<file path="config.mk">
export PLATFORM = sky130hd
export DESIGN_NAME = mem_port_arbiter_flat
export DESIGN_NICKNAME = d
export VERILOG_FILES = /design/src/rtl/mem_port_arbiter_if.sv /design/src/rtl/mem_port_arbiter.sv /design/src/flat_wrapper.sv
export SDC_FILE = /design/constraint.sdc
export NUM_CORES = 1
export LEC_CHECK = 0
export CAP_MARGIN = 30
export CELL_PAD_IN_SITES_DETAIL_PLACEMENT = 0
export CELL_PAD_IN_SITES_GLOBAL_PLACEMENT = 1
export CORE_AREA = 2 2 288 290
export DETAILED_ROUTE_END_ITERATION = 16
export DIE_AREA = 0 0 290 292
export PLACE_DENSITY = 0.54
export SLEW_MARGIN = 20
export SYNTH_ARGS = -nofsm -noshare
export SYNTH_HDL_FRONTEND = slang
export SYNTH_SLANG_ARGS = --single-unit
export TNS_END_PERCENT = 5
</file>
<file path="constraint.sdc">
create_clock -name clk -period 1.6 [get_ports clk]
set_clock_uncertainty 0.2 [all_clocks]
set_input_delay 0.32 -clock clk [delete_from_list [all_inputs] [get_ports clk]]
set_output_delay 0.32 -clock clk [all_outputs]
set_load 0.02 [all_outputs]
</file>
<file path="src/rtl/mem_port_arbiter_if.sv">
// Bundled handshake and memory-port signals shared by the arbiter and its environment.
// The arbiter connects through the slave modport; requesters and memory use the master modport.
interface mem_port_arbiter_if #(
    parameter int ADDR_W = 32,
    parameter int DATA_W = 128
);
    logic              core_req;
    logic              core_we;
    logic              core_vf;
    logic [ADDR_W-1:0] core_addr;
    logic [DATA_W-1:0] core_wd;
    logic [DATA_W-1:0] core_rd;
    logic              core_ack;

    logic              strm_req;
    logic [ADDR_W-1:0] strm_addr;
    logic [DATA_W-1:0] strm_rd;
    logic              strm_ack;

    logic              mem_we;
    logic              mem_vf;
    logic [ADDR_W-1:0] mem_addr;
    logic [DATA_W-1:0] mem_wd;
    logic [DATA_W-1:0] mem_rd;

    logic              busy;

    modport slave (
        input  core_req, core_we, core_vf, core_addr, core_wd,
        input  strm_req, strm_addr,
        input  mem_rd,
        output core_rd, core_ack, strm_rd, strm_ack,
        output mem_we, mem_vf, mem_addr, mem_wd,
        output busy
    );

    modport master (
        output core_req, core_we, core_vf, core_addr, core_wd,
        output strm_req, strm_addr,
        output mem_rd,
        input  core_rd, core_ack, strm_rd, strm_ack,
        input  mem_we, mem_vf, mem_addr, mem_wd,
        input  busy
    );
endinterface

</file>
<file path="src/rtl/mem_port_arbiter.sv">
// Two-requester arbiter for the memory data port: vector core (read/write) and pixel stream (read-only).
// Core has fixed priority; a wait counter lets the stream in after MAX_WAIT consecutive core grants.
module mem_port_arbiter #(
    parameter int ADDR_W   = 32,
    parameter int DATA_W   = 128,
    parameter int MAX_WAIT = 4
) (
    input  logic                clk,
    input  logic                rst,
    mem_port_arbiter_if.slave   bus
);
    typedef enum logic [1:0] {IDLE, ISSUE, RESP} state_t;

    localparam logic [3:0] WAIT_MAX = 4'(MAX_WAIT);

    state_t            state_q;
    logic              owner_q;      // 1 = stream owns the current access
    logic [3:0]        wait_q;
    logic [3:0]        wait_d;
    logic              strm_win;
    logic              mem_we_q;
    logic              mem_vf_q;
    logic [ADDR_W-1:0] mem_addr_q;
    logic [DATA_W-1:0] mem_wd_q;
    logic              core_ack_q;
    logic              strm_ack_q;
    logic              busy_q;

    always_comb begin
        strm_win = bus.strm_req && (!bus.core_req || (wait_q == WAIT_MAX));
        wait_d   = wait_q;
        if (strm_win || !bus.strm_req) begin
            wait_d = '0;
        end else if (wait_q != WAIT_MAX) begin
            wait_d = wait_q + 4'd1;
        end
    end

    always_ff @(posedge clk or negedge rst) begin
        if (!rst) begin
            state_q    <= IDLE;
            owner_q    <= 1'b0;
            wait_q     <= '0;
            mem_we_q   <= 1'b0;
            mem_vf_q   <= 1'b0;
            mem_addr_q <= '0;
            mem_wd_q   <= '0;
            core_ack_q <= 1'b0;
            strm_ack_q <= 1'b0;
            busy_q     <= 1'b0;
        end else begin
            case (state_q)
                IDLE: begin
                    wait_q <= wait_d;
                    if (bus.core_req || bus.strm_req) begin
                        owner_q <= strm_win;
                        busy_q  <= 1'b1;
                        state_q <= ISSUE;
                        if (strm_win) begin
                            mem_we_q   <= 1'b0;
                            mem_vf_q   <= 1'b1;
                            mem_addr_q <= bus.strm_addr;
                            mem_wd_q   <= '0;
                        end else begin
                            mem_we_q   <= bus.core_we;
                            mem_vf_q   <= bus.core_vf;
                            mem_addr_q <= bus.core_addr;
                            mem_wd_q   <= bus.core_wd;
                        end
                    end
                end
                ISSUE: begin
                    mem_we_q   <= 1'b0;
                    core_ack_q <= !owner_q;
                    strm_ack_q <= owner_q;
                    state_q    <= RESP;
                end
                RESP: begin
                    core_ack_q <= 1'b0;
                    strm_ack_q <= 1'b0;
                    busy_q     <= 1'b0;
                    state_q    <= IDLE;
                end
                default: state_q <= IDLE;
            endcase
        end
    end

    // Read data is a pass-through of the registered memory output, gated by the owner's ack.
    assign bus.core_rd  = core_ack_q ? bus.mem_rd : '0;
    assign bus.strm_rd  = strm_ack_q ? bus.mem_rd : '0;
    assign bus.core_ack = core_ack_q;
    assign bus.strm_ack = strm_ack_q;
    assign bus.mem_we   = mem_we_q;
    assign bus.mem_vf   = mem_vf_q;
    assign bus.mem_addr = mem_addr_q;
    assign bus.mem_wd   = mem_wd_q;
    assign bus.busy     = busy_q;
endmodule

</file>
<file path="src/flat_wrapper.sv">
// flat-port wrapper written by rule: the top's interface ports become plain ports
module mem_port_arbiter_flat 
#(
    parameter int ADDR_W   = 32,
    parameter int DATA_W   = 128,
    parameter int MAX_WAIT = 4
)
  (clk, rst, bus_core_req, bus_core_we, bus_core_vf, bus_core_addr, bus_core_wd, bus_strm_req, bus_strm_addr, bus_mem_rd, bus_core_rd, bus_core_ack, bus_strm_rd, bus_strm_ack, bus_mem_we, bus_mem_vf, bus_mem_addr, bus_mem_wd, bus_busy);
  mem_port_arbiter_if #(.ADDR_W(ADDR_W), .DATA_W(DATA_W)) bus_i ();
  input  logic clk;
  input  logic rst;
  input wire logic [$bits(bus_i.core_req)-1:0] bus_core_req;
  input wire logic [$bits(bus_i.core_we)-1:0] bus_core_we;
  input wire logic [$bits(bus_i.core_vf)-1:0] bus_core_vf;
  input wire logic [$bits(bus_i.core_addr)-1:0] bus_core_addr;
  input wire logic [$bits(bus_i.core_wd)-1:0] bus_core_wd;
  input wire logic [$bits(bus_i.strm_req)-1:0] bus_strm_req;
  input wire logic [$bits(bus_i.strm_addr)-1:0] bus_strm_addr;
  input wire logic [$bits(bus_i.mem_rd)-1:0] bus_mem_rd;
  output wire logic [$bits(bus_i.core_rd)-1:0] bus_core_rd;
  output wire logic [$bits(bus_i.core_ack)-1:0] bus_core_ack;
  output wire logic [$bits(bus_i.strm_rd)-1:0] bus_strm_rd;
  output wire logic [$bits(bus_i.strm_ack)-1:0] bus_strm_ack;
  output wire logic [$bits(bus_i.mem_we)-1:0] bus_mem_we;
  output wire logic [$bits(bus_i.mem_vf)-1:0] bus_mem_vf;
  output wire logic [$bits(bus_i.mem_addr)-1:0] bus_mem_addr;
  output wire logic [$bits(bus_i.mem_wd)-1:0] bus_mem_wd;
  output wire logic [$bits(bus_i.busy)-1:0] bus_busy;
  assign bus_i.core_req = bus_core_req;
  assign bus_i.core_we = bus_core_we;
  assign bus_i.core_vf = bus_core_vf;
  assign bus_i.core_addr = bus_core_addr;
  assign bus_i.core_wd = bus_core_wd;
  assign bus_i.strm_req = bus_strm_req;
  assign bus_i.strm_addr = bus_strm_addr;
  assign bus_i.mem_rd = bus_mem_rd;
  assign bus_core_rd = bus_i.core_rd;
  assign bus_core_ack = bus_i.core_ack;
  assign bus_strm_rd = bus_i.strm_rd;
  assign bus_strm_ack = bus_i.strm_ack;
  assign bus_mem_we = bus_i.mem_we;
  assign bus_mem_vf = bus_i.mem_vf;
  assign bus_mem_addr = bus_i.mem_addr;
  assign bus_mem_wd = bus_i.mem_wd;
  assign bus_busy = bus_i.busy;
  mem_port_arbiter #(.ADDR_W(ADDR_W), .DATA_W(DATA_W), .MAX_WAIT(MAX_WAIT)) u_core (.clk(clk), .rst(rst), .bus(bus_i));
endmodule
</file>
==> metrics.cfg <==
[outcome]
outcome = finished, violations left
violations = setup timing

[yosys]
synth-adder-area-share_pct = 0.886
synth_seq_cells = 172
synth_compound_area_share_pct = 18.4
synth_xor_xnor_area_share_pct = 0
synth_mux_area_share_pct = 0.517
syn-cell-area_um2 = 8470
ys_seq_area_share_pct = 50.8
synth_top_family_by_area = simple AND/OR/NAND/NOR gates
synthCells = 814
synth_cell_type_count = 33
async_flop_share_pct = 100
yosys.area_share.simple_pct = 24.1
avgSynthCellArea_um2 = 10.4
yosysWarnings = 0
synth_edf_count = 0
synth_nets = 1146
synth_ff_type = dfrtp_1

[route]
firstDrtPassIters = 4
ant_nets = 0
route.detailed.drc = 0
initialDrtViolationCount = 374
vias = 9906
post_drt_wl_per_cell_um = 22.5
routed_wl_mm = 62.0
vias_per_cell = 3.59

[power]
irDropWorstVdd_mv = 0.866
leakage_uw = 0.00898
powerDensity_nw_per_um2 = 1750

[floorplan]
die_h_um = 292
die_x_um = 290
core_area_um2 = 81600
die_area_um2 = 84700
io_pins = 747
start_util_pct = 10.4
rows = 105

[global_route]
grt_pass1_wl_mm = 84.0
grt_pass1_vias = 10500
grtUsageTotal_pct = 14.0
grt-ovfl-total = 0
grt_antenna_before_repair = 23
grt_max_degree = 39

[timing]
worst_slack_ns = -0.583
period_share_pct = 136
setup_viol = 422
fin_setup_tns_ns = -142.13
hold_viol = 0
hold-worst-slack_ns = 0.117
tightest_slew_ns = 0.428
relSlewSlack_pct = 71.4
drv_slew = 0
rsz0062_at_grt = yes
fin_crit_ns = 2.18
fmax_mhz = 458

[critical_path]
critPathRequiredTime_ns = 1.08
critical_path.max_fanout = 7
arrival_ns = 1.66
worst_r2r_path_depth = 7
startpoint_type = flip-flop
end_kind = output port
worstSetupPathType = reg -> out

[placement]
dp_hpwl_mm = 51.5
pre_cts_slack_ns = -0.675
port_buffers = 746
gp_congestion = 0.898
place_area_um2 = 19000

[cts]
clockBufferDepth = 2
cts_root_buf = clkbuf_16
clock-sinks = 172
clk_pin_slew_worst_paths_ns = 0.08
cts_buffers = 17
clk_latency_ns = 0.44
htreeDepth = 4
cts_tree = yes

[cells_and_area]
multi_input_area_um2 = 4200
syn2layout_area_growth_pct = 130
register_area_um2 = 4310
nNetsFinal = 2004
stdcell_area_um2 = 19500
layout-drive-gt1-share_pct = 48.5
nFillCells = 8850
final_util_pct = 23.9

[run]
maxCapViolCount = 0

[min_path]
min_path_type = in -> async

[metrics by stage]
step	total power, uW	instances
6_report	34200	2761
2_1_floorplan	17600	814
3_3_place_gp	30200	2703
3_5_place_dp	30300	2703
4_1_cts	34900	2743
5_1_grt	36100	2760
[synthesized netlist by cell type (2+ instances only)]
master / instances / share of area, %
a21oi_1: 3 / 0.18
a22o_1: 128 / 13
a31oi_1: 32 / 2.4
and2_1: 257 / 19
buf_1: 3 / 0.13
buf_2: 22 / 1.3
buf_4: 2 / 0.18
buf_6: 13 / 1.7
clkbuf_1: 37 / 1.6
dfrtp_1: 172 / 51
ha_1: 6 / 0.89
inv_1: 8 / 0.35
mux2_1: 2 / 0.27
nand2_1: 5 / 0.22
nand2b_1: 3 / 0.22
nand3_1: 36 / 2.1
nand3b_1: 2 / 0.18
nor2_1: 35 / 1.6
o21ai_0: 2 / 0.12
o21ai_1: 32 / 1.9
o311ai_1: 2 / 0.21
[cell type report]
class | instances | share of cell area (%)
repair buffers | 916 | 46.3
flip-flops and latches | 172 | 22.1
multi-input cells | 557 | 21.5
well taps | 1070 | 6.86
clock buffers | 18 | 2.20
clock inverters | 14 | 0.782
inverters | 8 | 0.154
diodes | 6 | 0.0769
[worst max-delay path: stages, from the launching register on]
cell and delay, ns:
dfrtp_4 0.54, buf_12 0.17, buf_12 0.13, buf_6 0.10, and2_4 0.13, buf_6 0.13
[power by group]
group / switching [uW] / internal [uW] / leakage (uW) / total, uW
Clock: 2040 / 2210 / 0.000281 / 4250
Combinational: 11500 / 10400 / 0.00656 / 21900
Sequential: 1450 / 6550 / 0.00214 / 8010
[cells in the final DEF (no fill, tap or decap), types with 8 or more instances in the layout]
cell type / count
a22o_1: 128
clkdlybuf4s50_1: 323
clkbuf_16: 24
buf_6: 139
dlymetal6s2s_1: 8
and2_1: 72
clkbuf_2: 155
nand3_1: 36
buf_12: 89
and2_4: 169
dfrtp_1: 169
buf_4: 124
and2_2: 16
nor2_1: 35
buf_2: 63
o21ai_1: 32
a31oi_1: 32
[sequential cells by signal, indices dropped and copies added, names as in the netlist]
| signal | flops |
|---|---|
| u_core.bus.busy | 1 |
| u_core.bus.core_ack | 1 |
| u_core.bus.mem_addr | 32 |
| u_core.bus.mem_vf | 1 |
| u_core.bus.mem_wd | 128 |
| u_core.bus.mem_we | 1 |
| u_core.bus.strm_ack | 1 |
| u_core.owner_q | 1 |
| u_core.state_q | 2 |
| u_core.wait_q | 4 |
[worst paths after layout]
| path | slack [ns] | to | start |
|---|---|---|---|
| setup / recovery | -0.58 | bus_strm_rd[78] | u_core.bus.strm_ack$_DFFE_PN0P_ |
| hold / removal | 0.12 | u_core.wait_q[0]$_DFFE_PN0P_ | rst |
| setup reg to reg | -0.21 | u_core.bus.mem_wd[27]$_DFFE_PN0P_ | u_core.wait_q[0]$_DFFE_PN0P_ |
| hold reg to reg | 0.30 | u_core.bus.mem_wd[106]$_DFFE_PN0P_ | u_core.bus.mem_wd[106]$_DFFE_PN0P_ |
| max in group asynchronous | 0.53 | u_core.bus.strm_ack$_DFFE_PN0P_ | rst |
| min in group clk | 0.22 | u_core.bus.mem_vf$_DFFE_PN0P_ | bus_core_vf |
[per-layer routing]
metal  up-vias  wire length (um)  share of wire, %  track usage [%]
met1      4808             23200                37             15.2
met2       447             32100                52             25.6
met4        10              2790               4.5             6.16
li1       4549                 -                 -                -
met3        92              3900               6.3             3.64
met5         -                64              0.10                0
[timing repair]
action / 4_1_cts / 5_1_grt
hold buffers: 1 / 0
endpoints found under the setup margin: 576 / 581
pin swaps: 9 / 61
endpoints found under the hold margin: 172 / 0
gates cloned: 3 / 9
gates resized for setup: 712 / 611
buffers inserted: 4 / 4
[cells by family (layout without fill, tap and decap cells)]
family,count (synthesis),in the layout
DFF,172,172
AOI/OAI and AO/OA,203,203
muxes,4,4
adders and majority gates,6,6
buffers and inverters,85,956
other,0,6
and+or+nand+nor,344,344
(Power assumes the default switching activity.)
